--- src/rtl/game_controller.sv ---
// Game sequencer: tick divider, READY/PLAY/PAUSED/DYING/LEVEL_CLEAR/GAME_OVER FSM, score, lives, level, dot and fright bookkeeping.
// Registered state; move strobes are combinational from the divider wrap in PLAY; no backpressure, and eat/hit pulses are never stalled.
module game_controller #(
    parameter int TICK_DIV     = 1000000,
    parameter int READY_TICKS  = 120,
    parameter int DEATH_TICKS  = 90,
    parameter int FRIGHT_TICKS = 600,
    parameter int LIVES        = 3,
    parameter int DOTS_TOTAL   = 244
) (
    input  logic        clk,
    input  logic        reset,
    input  logic        start,
    input  logic        pause,
    input  logic        dot_eaten,
    input  logic        power_eaten,
    input  logic        ghost_hit,
    output logic [2:0]  state,
    output logic        pac_move_en,
    output logic        ghost_move_en,
    output logic        frightened,
    output logic [15:0] score,
    output logic [1:0]  lives,
    output logic [3:0]  level,
    output logic [15:0] dots_left
);
    localparam int DIV_W  = (TICK_DIV > 1) ? $clog2(TICK_DIV) : 1;
    localparam int PH_MAX = (READY_TICKS > DEATH_TICKS) ? READY_TICKS : DEATH_TICKS;
    localparam int PH_W   = (PH_MAX > 0) ? $clog2(PH_MAX + 1) : 1;
    localparam int FR_W   = (FRIGHT_TICKS > 0) ? $clog2(FRIGHT_TICKS + 1) : 1;

    localparam logic [DIV_W-1:0] DIV_LAST  = DIV_W'(TICK_DIV - 1);
    localparam logic [PH_W-1:0]  READY_LD  = PH_W'(READY_TICKS);
    localparam logic [PH_W-1:0]  DEATH_LD  = PH_W'(DEATH_TICKS);
    localparam logic [FR_W-1:0]  FRIGHT_LD = FR_W'(FRIGHT_TICKS);

    typedef enum logic [2:0] {
        IDLE        = 3'd0,
        READY       = 3'd1,
        PLAY        = 3'd2,
        PAUSED      = 3'd3,
        DYING       = 3'd4,
        LEVEL_CLEAR = 3'd5,
        GAME_OVER   = 3'd6
    } state_t;

    state_t          cur_state, nxt_state;
    logic [DIV_W-1:0] div_cnt;
    logic [PH_W-1:0]  phase_cnt, phase_nxt;
    logic [FR_W-1:0]  fright_cnt, fright_nxt;
    logic             frightened_nxt;
    logic [15:0]      score_nxt, dots_nxt;
    logic [1:0]       lives_nxt;
    logic [3:0]       level_nxt;
    logic             ghost_alt, alt_nxt;
    logic             ghost_hit_d;
    logic             tick, in_play, eat_power, eat_dot, ghost_bonus, death;
    logic [16:0]      add_pts, score_sum;

    assign state         = cur_state;
    assign tick          = (div_cnt == DIV_LAST);
    assign in_play       = (cur_state == PLAY);
    assign pac_move_en   = in_play && tick;
    // Frightened ghosts step only on alternate ticks.
    assign ghost_move_en = in_play && tick && (!frightened || ghost_alt);
    assign eat_power     = in_play && power_eaten && (dots_left != 16'd0);
    assign eat_dot       = in_play && dot_eaten && !power_eaten && (dots_left != 16'd0);
    assign ghost_bonus   = in_play && frightened && ghost_hit && !ghost_hit_d;
    assign death         = in_play && ghost_hit && !frightened;

    always_comb begin
        add_pts = 17'd0;
        if (eat_power)
            add_pts = 17'd50;
        else if (eat_dot)
            add_pts = 17'd10;
        if (ghost_bonus)
            add_pts = add_pts + 17'd200;
        score_sum = {1'b0, score} + add_pts;
    end

    always_ff @(posedge clk or posedge reset) begin
        if (reset)
            div_cnt <= '0;
        else if (tick)
            div_cnt <= '0;
        else
            div_cnt <= div_cnt + DIV_W'(1);
    end

    always_comb begin
        nxt_state      = cur_state;
        phase_nxt      = phase_cnt;
        fright_nxt     = fright_cnt;
        frightened_nxt = frightened;
        score_nxt      = score;
        lives_nxt      = lives;
        level_nxt      = level;
        dots_nxt       = dots_left;
        alt_nxt        = ghost_alt;
        case (cur_state)
            IDLE, GAME_OVER: begin
                if (start) begin
                    score_nxt      = 16'd0;
                    lives_nxt      = 2'(LIVES);
                    level_nxt      = 4'd1;
                    dots_nxt       = 16'(DOTS_TOTAL);
                    frightened_nxt = 1'b0;
                    fright_nxt     = '0;
                    phase_nxt      = READY_LD;
                    nxt_state      = READY;
                end
            end
            READY: begin
                if (tick) begin
                    if (phase_cnt <= PH_W'(1)) begin
                        phase_nxt = '0;
                        nxt_state = PLAY;
                    end else begin
                        phase_nxt = phase_cnt - PH_W'(1);
                    end
                end
            end
            PLAY: begin
                score_nxt = score_sum[16] ? 16'hFFFF : score_sum[15:0];
                if (eat_power || eat_dot)
                    dots_nxt = dots_left - 16'd1;
                if (tick)
                    alt_nxt = !ghost_alt;
                if (eat_power) begin
                    frightened_nxt = 1'b1;
                    fright_nxt     = FRIGHT_LD;
                end else if (tick && frightened) begin
                    if (fright_cnt <= FR_W'(1)) begin
                        fright_nxt     = '0;
                        frightened_nxt = 1'b0;
                    end else begin
                        fright_nxt = fright_cnt - FR_W'(1);
                    end
                end
                // Exit priority: death, then level clear, then pause.
                if (death) begin
                    nxt_state      = DYING;
                    phase_nxt      = DEATH_LD;
                    frightened_nxt = 1'b0;
                    fright_nxt     = '0;
                end else if (dots_left == 16'd0) begin
                    nxt_state = LEVEL_CLEAR;
                    phase_nxt = READY_LD;
                end else if (pause) begin
                    nxt_state = PAUSED;
                end
            end
            PAUSED: begin
                if (pause)
                    nxt_state = PLAY;
            end
            DYING: begin
                if (tick) begin
                    if (phase_cnt <= PH_W'(1)) begin
                        if (lives <= 2'd1) begin
                            lives_nxt = 2'd0;
                            phase_nxt = '0;
                            nxt_state = GAME_OVER;
                        end else begin
                            lives_nxt = lives - 2'd1;
                            phase_nxt = READY_LD;
                            nxt_state = READY;
                        end
                    end else begin
                        phase_nxt = phase_cnt - PH_W'(1);
                    end
                end
            end
            LEVEL_CLEAR: begin
                if (tick) begin
                    if (phase_cnt <= PH_W'(1)) begin
                        level_nxt = (level == 4'd15) ? level : level + 4'd1;
                        dots_nxt  = 16'(DOTS_TOTAL);
                        phase_nxt = READY_LD;
                        nxt_state = READY;
                    end else begin
                        phase_nxt = phase_cnt - PH_W'(1);
                    end
                end
            end
            default: nxt_state = IDLE;
        endcase
    end

    always_ff @(posedge clk or posedge reset) begin
        if (reset) begin
            cur_state   <= IDLE;
            phase_cnt   <= '0;
            fright_cnt  <= '0;
            frightened  <= 1'b0;
            score       <= 16'd0;
            lives       <= 2'd0;
            level       <= 4'd0;
            dots_left   <= 16'd0;
            ghost_alt   <= 1'b0;
            ghost_hit_d <= 1'b0;
        end else begin
            cur_state   <= nxt_state;
            phase_cnt   <= phase_nxt;
            fright_cnt  <= fright_nxt;
            frightened  <= frightened_nxt;
            score       <= score_nxt;
            lives       <= lives_nxt;
            level       <= level_nxt;
            dots_left   <= dots_nxt;
            ghost_alt   <= alt_nxt;
            ghost_hit_d <= ghost_hit;
        end
    end
endmodule

--- config.mk ---
export PLATFORM = sky130hd
export DESIGN_NAME = game_controller
export DESIGN_NICKNAME = d
export VERILOG_FILES = /design/src/rtl/game_controller.sv
export SDC_FILE = /design/constraint.sdc
export NUM_CORES = 1
export LEC_CHECK = 0
export ABC_AREA = 0
export CAP_MARGIN = 20
export CORE_MARGIN = 8
export CORE_UTILIZATION = 60
export DETAILED_ROUTE_END_ITERATION = 12
export PLACE_DENSITY = 0.84
export SETUP_SLACK_MARGIN = 0.15
export SLEW_MARGIN = 10
export SYNTH_ARGS = -nofsm -noshare
export SYNTH_HDL_FRONTEND = slang
export SYNTH_SLANG_ARGS = --single-unit
--- constraint.sdc ---
create_clock -name clk -period 9.7 [get_ports clk]
set_clock_uncertainty 0.2 [all_clocks]
set_input_delay 2.91 -clock clk [delete_from_list [all_inputs] [get_ports clk]]
set_output_delay 2.91 -clock clk [all_outputs]
set_load 0.01 [all_outputs]
==> impl_metrics.env <==
export IMPL_core_area_sq_um=7607
export IMPL_whs_ns=0.2773
export IMPL_placed_cell_area_sq_um=5236
export IMPL_synth_compound_area_frac=0.1645
export IMPL_pwr_share_comb=0.429
export IMPL_synthesis_nets=546
export IMPL_drt_iter0_markers=266
export IMPL_dr_total_vias=4157
export IMPL_synth_fa_ha_area_frac=0.04038
export IMPL_dieArea_sq_um=10820
export IMPL_power_total_mw=1.263
export IMPL_cts_hold_buf=0
export IMPL_status="complete, no violations"
export IMPL_fin_crit_sh=0.6652
export IMPL_grt_pass1_vias=3981
export IMPL_hold_path_class="reg2reg"
export IMPL_cts_sinks=81
export IMPL_synthArstFlopShare=1.000
export IMPL_routed_wirelength_mm=11.07
export IMPL_fin_setup_tns_ns=0
export IMPL_yosysSeqAreaShare=0.4361
export IMPL_yosysMostFrequentCell="dfrtp_1"
export IMPL_r2r_start="dots_left[8]"
export IMPL_intPower_uw=742.1
export IMPL_synthTopCellsByArea="dfrtp_1 44%, xnor2_1 4.9%, nor2_1 4.1%"
export IMPL_grt_start_max_net_pins=82
export IMPL_critical_path_class="reg2out"
export IMPL_die_y_microns=104.0
export IMPL_power_density_nw_per_um2=231.4
export IMPL_crit_fanout=7
export IMPL_synth_warnings=0
export IMPL_synth_seq_cells=81
export IMPL_worstPathRequired_ns=6.59
export IMPL_p_switching_uw=521.2
export IMPL_grt_pass1_wl_mm=19.04
export IMPL_seqPwrFrac=0.373
export IMPL_yosys_area_share_simple=0.2490
export IMPL_setup_viol=0
export IMPL_p_leak_nw=2.334
export IMPL_n_fill_cell=570
export IMPL_hold_viol_final=0
export IMPL_numCtsBuffers=9
export IMPL_dp_hpwl_mm=7.996
export IMPL_clk_pin_slew_ns=0.09
export IMPL_area_growth_pct=17.47
export IMPL_synth_xor_area_frac=0.06972
export IMPL_ant_nets=0
export IMPL_nNetsFinal=594
export IMPL_synth_area_mux_share=0.006729
export IMPL_avgSynthCellArea_sq_um=8.871
export IMPL_clock_fmax_mhz=155.0
export IMPL_slew_headroom=0.4699
export IMPL_ios=51
export IMPL_drt_pass1_iterations=4
export IMPL_stdcell_area_sq_um=5460
export IMPL_post_cts_repair_setup_buffers=0
export IMPL_antenna_found_initial=0
export IMPL_clk_latency_ns=0.35
export IMPL_endpoint_kind="output pin"
export IMPL_maxCapViolations=0
export IMPL_power_clock_fraction=0.198
export IMPL_cts_root_buffer="clkbuf_8"
export IMPL_drive_above_1_share=0.05373
export IMPL_p_sw_frac=0.4125
export IMPL_postSynthCellCount=524
export IMPL_period_minus_slack_ns=6.452
export IMPL_critPathLaunch="div_cnt[15]"
export IMPL_grt_ovfl_total=0
export IMPL_clk_path_buf_depth=2
export IMPL_post_drt_via_cell_ratio=6.122
export IMPL_start_kind="flip-flop"
export IMPL_die_w_microns=104.0
export IMPL_rsz0062_at_grt="no"
export IMPL_synth_edff_count=0
export IMPL_slew_violations=0
export IMPL_place_congestion=0.8798
export IMPL_cts_max_level=3
export IMPL_yosysUniqueCellTypes=59
export IMPL_cp_data_arrival_time_ns=3.34
export IMPL_synth_top_family_by_area="simple AND/OR/NAND/NOR gates"
export IMPL_cts_resized=0
export IMPL_wl_per_cell_microns=16.30
export IMPL_start_util=0.6110
export IMPL_grt_usage=0.2077
export IMPL_yosys_area_top_type="dfrtp_1"
export IMPL_yosys_area_top_type_share=0.4361
export IMPL_ys_flop_type="dfrtp_1"
export IMPL_netlist_area_sq_um=4648
export IMPL_port_buffer_count=50
export IMPL_worst_slew_pin_slew_ns=0.7928
export IMPL_hp_start="div_cnt[4]"
export IMPL_rows=32
export IMPL_n_antenna_cell=0
export IMPL_drc=0
export IMPL_cts_tree="built"
export IMPL_post_route_util=0.7178
export IMPL_synth_common_cells="81 x dfrtp_1, 51 x nor2_1, 45 x nand2_1"
export IMPL_vdd_ir_drop_max_v=0.0001328
## cell usage in the layout (no fill, tap or decap), types with 4 or more instances in the layout
cell type        synthesis  final
dfrtp_1                 81     81
nor2_1                  51     51
clkdlybuf4s50_1          0     50
nand2_1                 45     45
nand3_1                 36     36
o21ai_0                 31     31
a21oi_1                 28     28
nor3_1                  27     27
xnor2_1                 26     26
inv_1                   22     21
ha_1                    15     15
xor2_1                  11     11
and3_1                  11     11
o211ai_1                10     10
or3_1                   10     10
nor4_1                  10     10
clkbuf_8                 0     10
a31oi_1                  8      8
or4_1                    7      7
nand2b_1                 5      5
nand4_1                  5      5
o22ai_1                  5      5
o311ai_0                 4      4
o21ai_1                  4      4
buf_4                    0      4
## worst max-delay path, cell delays in order, from the launching register on
cell and delay [ns]:
dfrtp_1 0.41, or4_1 0.52, or4_1 0.65, nor4_1 0.61, a21boi_0 0.24, clkdlybuf4s50_1 0.57
## metrics by stage
step	std cells	worst slack, ns
after global placement	662	3.580
final	679	3.248
after detailed placement	662	3.422
after CTS	678	3.216
after floorplan	524	4.092
after global routing	679	3.103
## logic make-up (layout without fill, tap and decap cells)
group | count (synthesis) | count (layout)
xor gates and xnor gates | 37 | 37
other | 1 | 1
DFF | 81 | 81
buffers and inverters | 40 | 93
adders and majority gates | 15 | 15
and+or+nand+nor | 228 | 228
muxes | 3 | 3
AOI/OAI and AO/OA | 119 | 119
## cell type report
| type | count | area, sq um | area share |
|---|---|---|---|
| well taps | 102 | 127.6 | 0.02337 |
| multi-input cells | 403 | 2469 | 0.4521 |
| clock inverters | 5 | 55.05 | 0.01008 |
| inverters | 22 | 82.58 | 0.01512 |
| repair buffers | 55 | 558.0 | 0.1022 |
| flip-flops and latches | 81 | 2027 | 0.3712 |
| clock buffers | 11 | 141.4 | 0.02589 |
## power by group through the flow
stage,clock network [mW],logic (mW),registers (mW)
2_1_floorplan,0,0.383,0.459
3_3_place_gp,0,0.519,0.473
3_5_place_dp,0,0.534,0.476
4_1_cts,0.253,0.538,0.469
5_1_grt,0.268,0.608,0.481
6_report,0.250,0.542,0.472
## routing by layer
| layer | part of all wire | vias to the layer above | global-route usage | routed length (microns) |
|---|---|---|---|---|
| met2 | 0.46 | 143 | 0.3171 | 5047 |
| met3 | 0.063 | 13 | 0.04647 | 697 |
| met4 | 0.014 | 0 | 0.07859 | 156 |
| li1 | - | 1998 | - | - |
| met1 | 0.47 | 2003 | 0.2810 | 5168 |
| met5 | 0 | - | 0 | 0 |
## registers in the layout, summed over array words and instances, names as in the netlist
signal and flops:
div_cnt 20, dots_left 16, score 16, fright_cnt 10, phase_cnt 7, level 4, state 3, lives 2
frightened 1, ghost_alt 1, ghost_hit_d 1
## final timing paths
path / end / slack, ns / cells after the start
min: div_cnt[4] / 0.28 / 1
max: ghost_move_en / 3.25 / 5
max reg2reg: score[11] / 5.15 / 12
min reg2reg: div_cnt[4] / 0.28 / 1
max in group asynchronous: score[8] / 5.92 / 4
min in group asynchronous: div_cnt[10] / 2.79 / 3
(Power assumes the default switching activity.)
